$ cat config.mk
export PLATFORM = sky130hd
export DESIGN_NAME = rnd_gen_multi
export DESIGN_NICKNAME = d
export VERILOG_FILES = /design/src/rtl/rnd_gen_multi.sv
export SDC_FILE = /design/constraint.sdc
export NUM_CORES = 1
export LEC_CHECK = 0
export ABC_AREA = 0
export CAP_MARGIN = 30
export CORE_ASPECT_RATIO = 1.25
export CORE_MARGIN = 1
export CORE_UTILIZATION = 57
export CTS_BUF_LIST = sky130_fd_sc_hd__clkbuf_2 sky130_fd_sc_hd__clkbuf_4 sky130_fd_sc_hd__clkbuf_8
export CTS_CLUSTER_SIZE = 30
export DETAILED_ROUTE_END_ITERATION = 12
export MAX_ROUTING_LAYER = met4
export PLACE_DENSITY = 0.92
export SETUP_SLACK_MARGIN = 0.3
export SLEW_MARGIN = 20
export SYNTH_ARGS = -nofsm -noshare
export SYNTH_HDL_FRONTEND = slang
export SYNTH_SLANG_ARGS = --single-unit
$ cat constraint.sdc
create_clock -name clk -period 6.2 [get_ports clk]
set_input_delay 1.86 -clock clk [delete_from_list [all_inputs] [get_ports clk]]
set_output_delay 1.86 -clock clk [all_outputs]
set_load 0.02 [all_outputs]
$ cat src/rtl/rnd_gen_multi.sv
// Multi-lane Galois LFSR random source: seed reload, post-seed warm-up and
// per-lane bounded draws by rejection sampling behind a valid/ready output.
module rnd_gen_multi #(
    parameter int                WIDTH    = 16,
    parameter logic [WIDTH-1:0]  TAPS     = 16'hB400,
    parameter int                CHANNELS = 2,
    parameter int                WARMUP   = 8
) (
    input  logic                         clk,
    input  logic                         rst,
    input  logic                         seed_load,
    input  logic [WIDTH-1:0]             seed,
    input  logic [WIDTH-1:0]             limit,
    input  logic                         out_ready,
    output logic                         out_valid,
    output logic [CHANNELS*WIDTH-1:0]    out_data,
    output logic                         busy
);

    typedef enum logic {
        ST_WARM = 1'b0,
        ST_RUN  = 1'b1
    } state_e;

    localparam int               CNT_W      = (WARMUP > 1) ? $clog2(WARMUP) : 1;
    localparam logic [CNT_W-1:0] CNT_LAST   = CNT_W'((WARMUP > 0) ? WARMUP - 1 : 0);
    localparam state_e           INIT_STATE = (WARMUP > 0) ? ST_WARM : ST_RUN;

    function automatic logic [WIDTH-1:0] lfsr_step(input logic [WIDTH-1:0] s);
        return s[0] ? ((s >> 1) ^ TAPS) : (s >> 1);
    endfunction

    // Fills every bit below the most significant set bit.
    function automatic logic [WIDTH-1:0] smear(input logic [WIDTH-1:0] v);
        logic [WIDTH-1:0] r;
        r = v;
        for (int sh = 1; sh < WIDTH; sh = sh * 2) begin
            r = r | (r >> sh);
        end
        return r;
    endfunction

    state_e                state_q, state_d;
    logic [CNT_W-1:0]      cnt_q, cnt_d;
    logic [WIDTH-1:0]      s_q    [CHANNELS];
    logic [WIDTH-1:0]      s_d    [CHANNELS];
    logic [WIDTH-1:0]      lane_q [CHANNELS];
    logic [WIDTH-1:0]      lane_d [CHANNELS];
    logic [CHANNELS-1:0]   hit_q, hit_d;

    logic [WIDTH-1:0]      seed_val [CHANNELS];
    logic [WIDTH-1:0]      cand     [CHANNELS];
    logic [CHANNELS-1:0]   accept;
    logic [WIDTH-1:0]      mask;
    logic                  fire;

    always_comb begin
        for (int i = 0; i < CHANNELS; i++) begin
            seed_val[i] = seed + WIDTH'(i);
            if (seed_val[i] == '0) begin
                seed_val[i] = {{(WIDTH-1){1'b0}}, 1'b1};
            end
        end
    end

    // limit == 1 smears to zero, so every candidate collapses to 0 and is accepted.
    assign mask = smear(limit - {{(WIDTH-1){1'b0}}, 1'b1});

    always_comb begin
        for (int i = 0; i < CHANNELS; i++) begin
            cand[i]   = (limit == '0) ? s_q[i] : (s_q[i] & mask);
            accept[i] = (limit == '0) || (cand[i] < limit);
        end
    end

    assign out_valid = (state_q == ST_RUN) && (&hit_q);
    assign busy      = (state_q == ST_WARM);
    assign fire      = out_valid && out_ready;

    always_comb begin
        out_data = '0;
        for (int i = 0; i < CHANNELS; i++) begin
            out_data[i*WIDTH +: WIDTH] = lane_q[i];
        end
    end

    always_comb begin
        // NOTE: every next-state signal gets its hold value first so no path leaves it unassigned (no latch).
        state_d = state_q;
        cnt_d   = cnt_q;
        hit_d   = hit_q;
        lane_d  = lane_q;
        s_d     = s_q;

        if (seed_load) begin
            state_d = INIT_STATE;
            cnt_d   = '0;
            hit_d   = '0;
            for (int i = 0; i < CHANNELS; i++) begin
                s_d[i]    = seed_val[i];
                lane_d[i] = '0;
            end
        end else if (state_q == ST_WARM) begin
            for (int i = 0; i < CHANNELS; i++) begin
                s_d[i] = lfsr_step(s_q[i]);
            end
            if (cnt_q == CNT_LAST) begin
                state_d = ST_RUN;
                cnt_d   = '0;
            end else begin
                cnt_d = cnt_q + 1'b1;
            end
        end else begin
            // A lane that already hit waits for the handshake; the others retry each cycle.
            for (int i = 0; i < CHANNELS; i++) begin
                if (!hit_q[i] || fire) begin
                    lane_d[i] = cand[i];
                    hit_d[i]  = accept[i];
                    s_d[i]    = lfsr_step(s_q[i]);
                end
            end
        end
    end

    always_ff @(posedge clk) begin
        // NOTE: registers use non-blocking assignments so every flop samples pre-edge values.
        if (rst) begin
            state_q <= INIT_STATE;
            cnt_q   <= '0;
            hit_q   <= '0;
            for (int i = 0; i < CHANNELS; i++) begin
                s_q[i]    <= seed_val[i];
                lane_q[i] <= '0;
            end
        end else begin
            state_q <= state_d;
            cnt_q   <= cnt_d;
            hit_q   <= hit_d;
            s_q     <= s_d;
            lane_q  <= lane_d;
        end
    end

endmodule

# == Yosys cells after proc, flatten, opt, wreduce, memory -nomap -nowiden ==
# Index checks and enable logic that the tools add are counted.
# totals
regBits,70
in_bits,36
output_inout_bits,34
word_cells,54
# op_classes
n_addsub,3
magnitude_cmp,2
n_eq_ne,3
n_mux,14
n_bitwise,9
n_reduce_logical,15
# ops
cell,n
16-bit 2-to-1 mux,8
32-bit 2-to-1 mux,3
16-bit logical NOT,3
16-bit AND,2
16-bit < comparator,2
16-bit by 1-bit adder with 16-bit output (second input constant),1
16-bit by 12-bit OR with 16-bit output,1
16-bit by 14-bit OR with 16-bit output,1
16-bit by 15-bit OR with 16-bit output,1
16-bit by 8-bit OR with 16-bit output,1
16-bit by 1-bit subtractor with 16-bit output (second input constant),1
4-bit by 3-bit != test with 1-bit output (second input constant),2
3-bit inverter with 4-bit output,2
2-bit AND reduction,3
1-bit logical OR,4
3-bit by 1-bit adder with 3-bit output (second input constant),1
3-bit == test (second input constant),1
3-bit 2-to-1 mux,1
1-bit logical AND,2
1-bit logical NOT,2
1-bit 2-to-1 mux,2
2-bit OR reduction,1
1-bit inverter,1

# == Depth between registers and ports, before layout ==
# depth
word_depth,9
ltp_mapped,17
ltp_nobuf,15

# == Worst setup path after synthesis ==
# Ideal clock, no wire load.
# synth_path
kind,input port to flip-flop
startpoint,input limit[1]
endpoint,register hit_q[1]
setup_time_ns,0.120
t_arrival_ns,5.289
t_required_ns,6.080
setup_slack_ns,0.791
cell_stages,17
path_buffers,2
cell_sequence,inv_1 ha_1 clkbuf_1 nor4b_2 nand3_1 xnor2_1 or4_4 buf_6 or4_4 and2_1 ha_1 and4_1 nand2_1 nor3_1 o31ai_1 a21o_1 o31a_1
# synth_lines
element,line,text
start: declaration,13,"input logic [WIDTH-1:0] limit,"
end signal: assignment,138,hit_q <= hit_d;
end: declaration,49,"logic [CHANNELS-1:0] hit_q, hit_d;"

==> metrics.txt <==
# TYPE chip_impl_metric gauge
chip_impl_metric{name="io_pins",unit=""} 70
chip_impl_metric{name="post-synth-top-area-fraction",unit=""} 0.1996
chip_impl_metric{name="finalInstanceArea",unit="um^2"} 5807
chip_impl_info{name="critical_path.endpoint_type",value="register"} 1
chip_impl_metric{name="final-setup-viol-count",unit=""} 0
chip_impl_metric{name="clock_buffer_depth",unit=""} 2
chip_impl_info{name="critical_path.reg2reg.endpoint",value="out_data[11]"} 1
chip_impl_metric{name="diodes",unit=""} 0
chip_impl_info{name="setup.worst_path.class",value="in -> reg"} 1
chip_impl_metric{name="synth.mux.area_fraction",unit=""} 0.008578
chip_impl_metric{name="holdBufCountCts",unit=""} 0
chip_impl_info{name="cpLargestDelayFamily",value="simple AND/OR/NAND/NOR gates"} 1
chip_impl_metric{name="fin_crit_sh",unit=""} 0.9123
chip_impl_metric{name="post_synthesis_simple_gate_area_fraction",unit=""} 0.2737
chip_impl_info{name="cts_tree",value="done"} 1
chip_impl_metric{name="cts.sink_count",unit=""} 70
chip_impl_metric{name="synthesis.nets",unit=""} 634
chip_impl_metric{name="synth_area",unit="um^2"} 4813
chip_impl_metric{name="hold_path_depth",unit=""} 2
chip_impl_metric{name="power_density_of_the_placed_cells",unit="nW/um^2"} 188.4
chip_impl_metric{name="synth_edf_count",unit=""} 32
chip_impl_metric{name="power.leakage",unit="nW"} 2.196
chip_impl_info{name="timing.hold.worst_endpoint",value="out_data[14]"} 1
chip_impl_metric{name="vdd_ir_drop_max",unit="V"} 0.0001391
chip_impl_metric{name="totalNegativeSetupSlack",unit="ns"} 0
chip_impl_metric{name="r2r.worst_path.cells",unit=""} 5
chip_impl_metric{name="detail_route.iter0.violations",unit=""} 350
chip_impl_metric{name="synth_cells",unit=""} 561
chip_impl_metric{name="dpl-instance-area",unit="um^2"} 5560
chip_impl_metric{name="cts.clk_slew.worst_paths",unit="ns"} 0.07
chip_impl_metric{name="critPathMaxStageDelay",unit="ns"} 0.61
chip_impl_metric{name="timing.max_cap.violations",unit=""} 0
chip_impl_metric{name="port_buffers",unit=""} 69
chip_impl_metric{name="synth_seq_area_share",unit=""} 0.3577
chip_impl_metric{name="die_area",unit="um^2"} 8818
chip_impl_info{name="ctsRootBufferMaster",value="sky130_fd_sc_hd__clkbuf_8"} 1
chip_impl_metric{name="synth_async_sr_flop_share",unit=""} 0
chip_impl_info{name="worst_hold_path_type",value="reg -> reg"} 1
chip_impl_metric{name="nFillCells",unit=""} 623
chip_impl_metric{name="ys.warnings.count",unit=""} 0
chip_impl_info{name="run_status",value="complete, but fails checks"} 1
chip_impl_metric{name="final_core_util",unit=""} 0.7087
chip_impl_info{name="rsz_0062_raised_after_global_routing",value="no"} 1
chip_impl_info{name="synth_top_family_by_area",value="simple AND/OR/NAND/NOR gates"} 1
chip_impl_metric{name="grt_max_degree",unit=""} 68
chip_impl_metric{name="fmaxAchievable",unit="GHz"} 0.1768
chip_impl_metric{name="floorplan.die.width",unit="um"} 84.19
chip_impl_info{name="synthTopCellsByArea",value="sky130_fd_sc_hd__edfxtp_1 20%, sky130_fd_sc_hd__dfxtp_1 16%, sky130_fd_sc_hd__ha_1 9.6%, sky130_fd_sc_hd__nand2_1 6.9%, sky130_fd_sc_hd__xnor2_1 3.5%"} 1
chip_impl_metric{name="drive_gt1_frac",unit=""} 0.07166
chip_impl_metric{name="first_global_vias",unit=""} 4433
chip_impl_metric{name="cts_max_level",unit=""} 3
chip_impl_info{name="synth_ff_type",value="sky130_fd_sc_hd__dfxtp_1"} 1
chip_impl_metric{name="clk_latency",unit="ns"} 0.35
chip_impl_metric{name="hpwlAfterDp",unit="mm"} 10.71
chip_impl_metric{name="worst_ep_required_time",unit="ns"} 6.50
chip_impl_metric{name="syn_avg_cell_area",unit="um^2"} 8.580
chip_impl_metric{name="initial_antenna_violation_count",unit=""} 0
chip_impl_metric{name="postRouteWirelength",unit="mm"} 13.92
chip_impl_metric{name="reg2reg_slack",unit="ns"} 3.84
chip_impl_info{name="worstPathCellList",value="clkdlybuf4s50_1 > nor4_2 > nand4_2 > o2bb2ai_1 > or4_4 > or3_1 > and2_1 > ha_1 > a21oi_1 > nand2_1 > a221oi_1 > o221a_2 > a21o_1 > o31a_1"} 1
chip_impl_metric{name="num-nets-final",unit=""} 696
chip_impl_metric{name="slew-limit-headroom",unit=""} 0.3877
chip_impl_metric{name="area_growth",unit="%"} 20.64
chip_impl_metric{name="row_count",unit=""} 37
chip_impl_metric{name="synth_xor_xnor_area_share",unit=""} 0.05277
chip_impl_metric{name="route.detailed.vias_per_inst",unit=""} 6.346
chip_impl_metric{name="die-height",unit="um"} 104.7
chip_impl_metric{name="initial_core_util",unit=""} 0.5874
chip_impl_info{name="holdCritStartpoint",value="out_data[14]"} 1
chip_impl_metric{name="ant_nets",unit=""} 0
chip_impl_info{name="violated_checks",value="DRC"} 1
chip_impl_metric{name="postSynthRegisterBits",unit=""} 70
chip_impl_metric{name="finalWorstPathRequiredPeriod",unit="ns"} 5.656
chip_impl_metric{name="post-route-drc-count",unit=""} 16
chip_impl_metric{name="max_fanout_on_critical_path",unit=""} 9
chip_impl_metric{name="grt_util_all_layers",unit=""} 0.3339
chip_impl_metric{name="detailroute.via_count",unit=""} 4601
chip_impl_metric{name="critical_path_buf_inv_count",unit=""} 1
chip_impl_metric{name="maxSlewViolCount",unit=""} 0
chip_impl_metric{name="design.core.area",unit="um^2"} 8194
chip_impl_metric{name="wl_per_cell",unit="um"} 19.19
chip_impl_metric{name="drtPass1Iterations",unit=""} 9
chip_impl_metric{name="final.hold.worst_slack",unit="ns"} 0.4597
chip_impl_metric{name="grt_remaining_overflow",unit=""} 0
chip_impl_info{name="critPathLaunchType",value="input port"} 1
chip_impl_metric{name="worst-slew-pin-transition",unit="ns"} 0.9114
chip_impl_metric{name="clock-skew-final",unit="ns"} 0.01157
chip_impl_metric{name="gp_congestion",unit=""} 0.9712
chip_impl_info{name="critPathSlowestCell",value="sky130_fd_sc_hd__or4_4"} 1
chip_impl_metric{name="wire_length_of_the_first_global_routing_pass",unit="mm"} 22.29
chip_impl_metric{name="post_synth_num_cell_types",unit=""} 58
chip_impl_metric{name="numCtsBuffers",unit=""} 9
chip_impl_metric{name="synth-adder-area-share",unit=""} 0.09618
chip_impl_info{name="critical_path.reg2reg.startpoint",value="state_q"} 1
chip_impl_info{name="synth.largest_area_cell",value="sky130_fd_sc_hd__edfxtp_1"} 1
chip_impl_metric{name="synth_compound_area_frac",unit=""} 0.1695
chip_impl_metric{name="report.final.hold_viol_count",unit=""} 0
chip_impl_metric{name="arrival",unit="ns"} 5.95
## stage by stage
stage / cells / total power [mW] / setup WS [ns]
3_3_place_gp: 705 / 0.7240 / 0.2888
3_5_place_dp: 705 / 0.7301 / 0.1550
6_report: 725 / 1.094 / 0.5438
4_1_cts: 721 / 1.086 / 0.4951
5_1_grt: 725 / 1.137 / 0.3674
2_1_floorplan: 561 / 0.6542 / 0.7913
## flip-flops by register name (all words and copies together), names as in the netlist
name      cells
state_q       1
out_data     32
s_q          32
hit_q         2
cnt_q         3
## report_power, final
part | internal (mW) | total (mW) | switching [mW]
Sequential | 0.506 | 0.525 | 0.0190
Clock | 0.198 | 0.366 | 0.168
Combinational | 0.0882 | 0.203 | 0.115
## worst register-to-register path, stage by stage (launching register included)
cell                      delay (ns)
sky130_fd_sc_hd__dfxtp_1        0.59
sky130_fd_sc_hd__nand3_1        0.21
sky130_fd_sc_hd__nand2_1        0.13
sky130_fd_sc_hd__nand2_1        0.52
sky130_fd_sc_hd__nor2_1         0.61
sky130_fd_sc_hd__a31o_2         0.23
## how the worst max path moves through the flow
stage,startpoint,endpoint,slack (ns),cells past startpoint
after floorplan,limit[1],hit_q[1],0.79,17
final,limit[0],hit_q[1],0.54,14
after CTS,limit[0],hit_q[1],0.50,13
after detailed placement,limit[0],hit_q[1],0.15,13
after global routing,limit[1],hit_q[1],0.37,16
after global placement,limit[0],hit_q[1],0.29,14
## cells in the mapped netlist (6+ instances only)
library cell and instances:
sky130_fd_sc_hd__edfxtp_1 32, sky130_fd_sc_hd__ha_1 37, sky130_fd_sc_hd__nor2_1 38, sky130_fd_sc_hd__or3_1 7, sky130_fd_sc_hd__clkbuf_1 21, sky130_fd_sc_hd__and3_1 9, sky130_fd_sc_hd__nor3_1 10, sky130_fd_sc_hd__o21ai_0 31
sky130_fd_sc_hd__nor4_1 7, sky130_fd_sc_hd__xnor2_1 19, sky130_fd_sc_hd__and2_1 24, sky130_fd_sc_hd__nand2_1 88, sky130_fd_sc_hd__o31ai_1 9, sky130_fd_sc_hd__a21oi_1 18, sky130_fd_sc_hd__xor2_1 10, sky130_fd_sc_hd__a32o_1 16
sky130_fd_sc_hd__nand4_1 20, sky130_fd_sc_hd__nand3_1 24, sky130_fd_sc_hd__inv_1 20, sky130_fd_sc_hd__dfxtp_1 38, sky130_fd_sc_hd__nor2b_1 6
## kinds of logic (layout without fill, tap and decap cells)
family                   after synthesis  in the layout
multiplexers                           4              4
adder cells (fa/ha/maj)               37             37
flip-flops                            70             70
XOR/XNOR                              29             29
AND/OR/NAND/NOR                      255            255
buffers and inverters                 49            116
AO/OA/AOI/OAI                        117            117
## cells in the final DEF (no fill, tap or decap), types with 5 or more instances in the layout
cell type,instances
sky130_fd_sc_hd__o21ai_0,31
sky130_fd_sc_hd__inv_1,20
sky130_fd_sc_hd__or3_1,7
sky130_fd_sc_hd__and3_1,9
sky130_fd_sc_hd__ha_1,37
sky130_fd_sc_hd__clkbuf_8,9
sky130_fd_sc_hd__buf_4,9
sky130_fd_sc_hd__nor2_1,37
sky130_fd_sc_hd__o31ai_1,9
sky130_fd_sc_hd__nand2_1,88
sky130_fd_sc_hd__dfxtp_1,38
sky130_fd_sc_hd__a32o_1,16
sky130_fd_sc_hd__nand3_1,24
sky130_fd_sc_hd__and2_1,24
sky130_fd_sc_hd__nor4_1,6
sky130_fd_sc_hd__a21oi_1,18
sky130_fd_sc_hd__nor2b_1,6
sky130_fd_sc_hd__clkdlybuf4s50_1,69
sky130_fd_sc_hd__a211oi_1,5
sky130_fd_sc_hd__nand4_1,20
sky130_fd_sc_hd__xnor2_1,19
sky130_fd_sc_hd__nor3_1,10
sky130_fd_sc_hd__xor2_1,10
sky130_fd_sc_hd__edfxtp_1,32
## layer usage
layer / vias up / share of wire / global-route usage
met3: 33 / 0.062 / 0.04344
met5: - / 0 / -
met1: 2168 / 0.41 / 0.4036
met2: 223 / 0.50 / 0.5679
li1: 2177 / - / -
met4: 0 / 0.025 / 0.1256
## final cells by class
type                            instances  area [um^2]  area share
Tap cell                               97        121.4     0.02090
Multi-Input combinational cell        442         2914      0.5018
Inverter                               20        75.07     0.01293
Timing Repair Buffer                   80        780.7      0.1345
Clock inverter                          4        47.55    0.008188
Sequential cell                        70         1722      0.2965
Clock buffer                           12        146.4     0.02521
## timing repair
item                       4_1_cts  5_1_grt
resized for setup                0        2
buffers inserted                 0        2
setup endpoints to repair        0        2
hold endpoints to repair         0        0
Power figures use the tool's default switching activity.
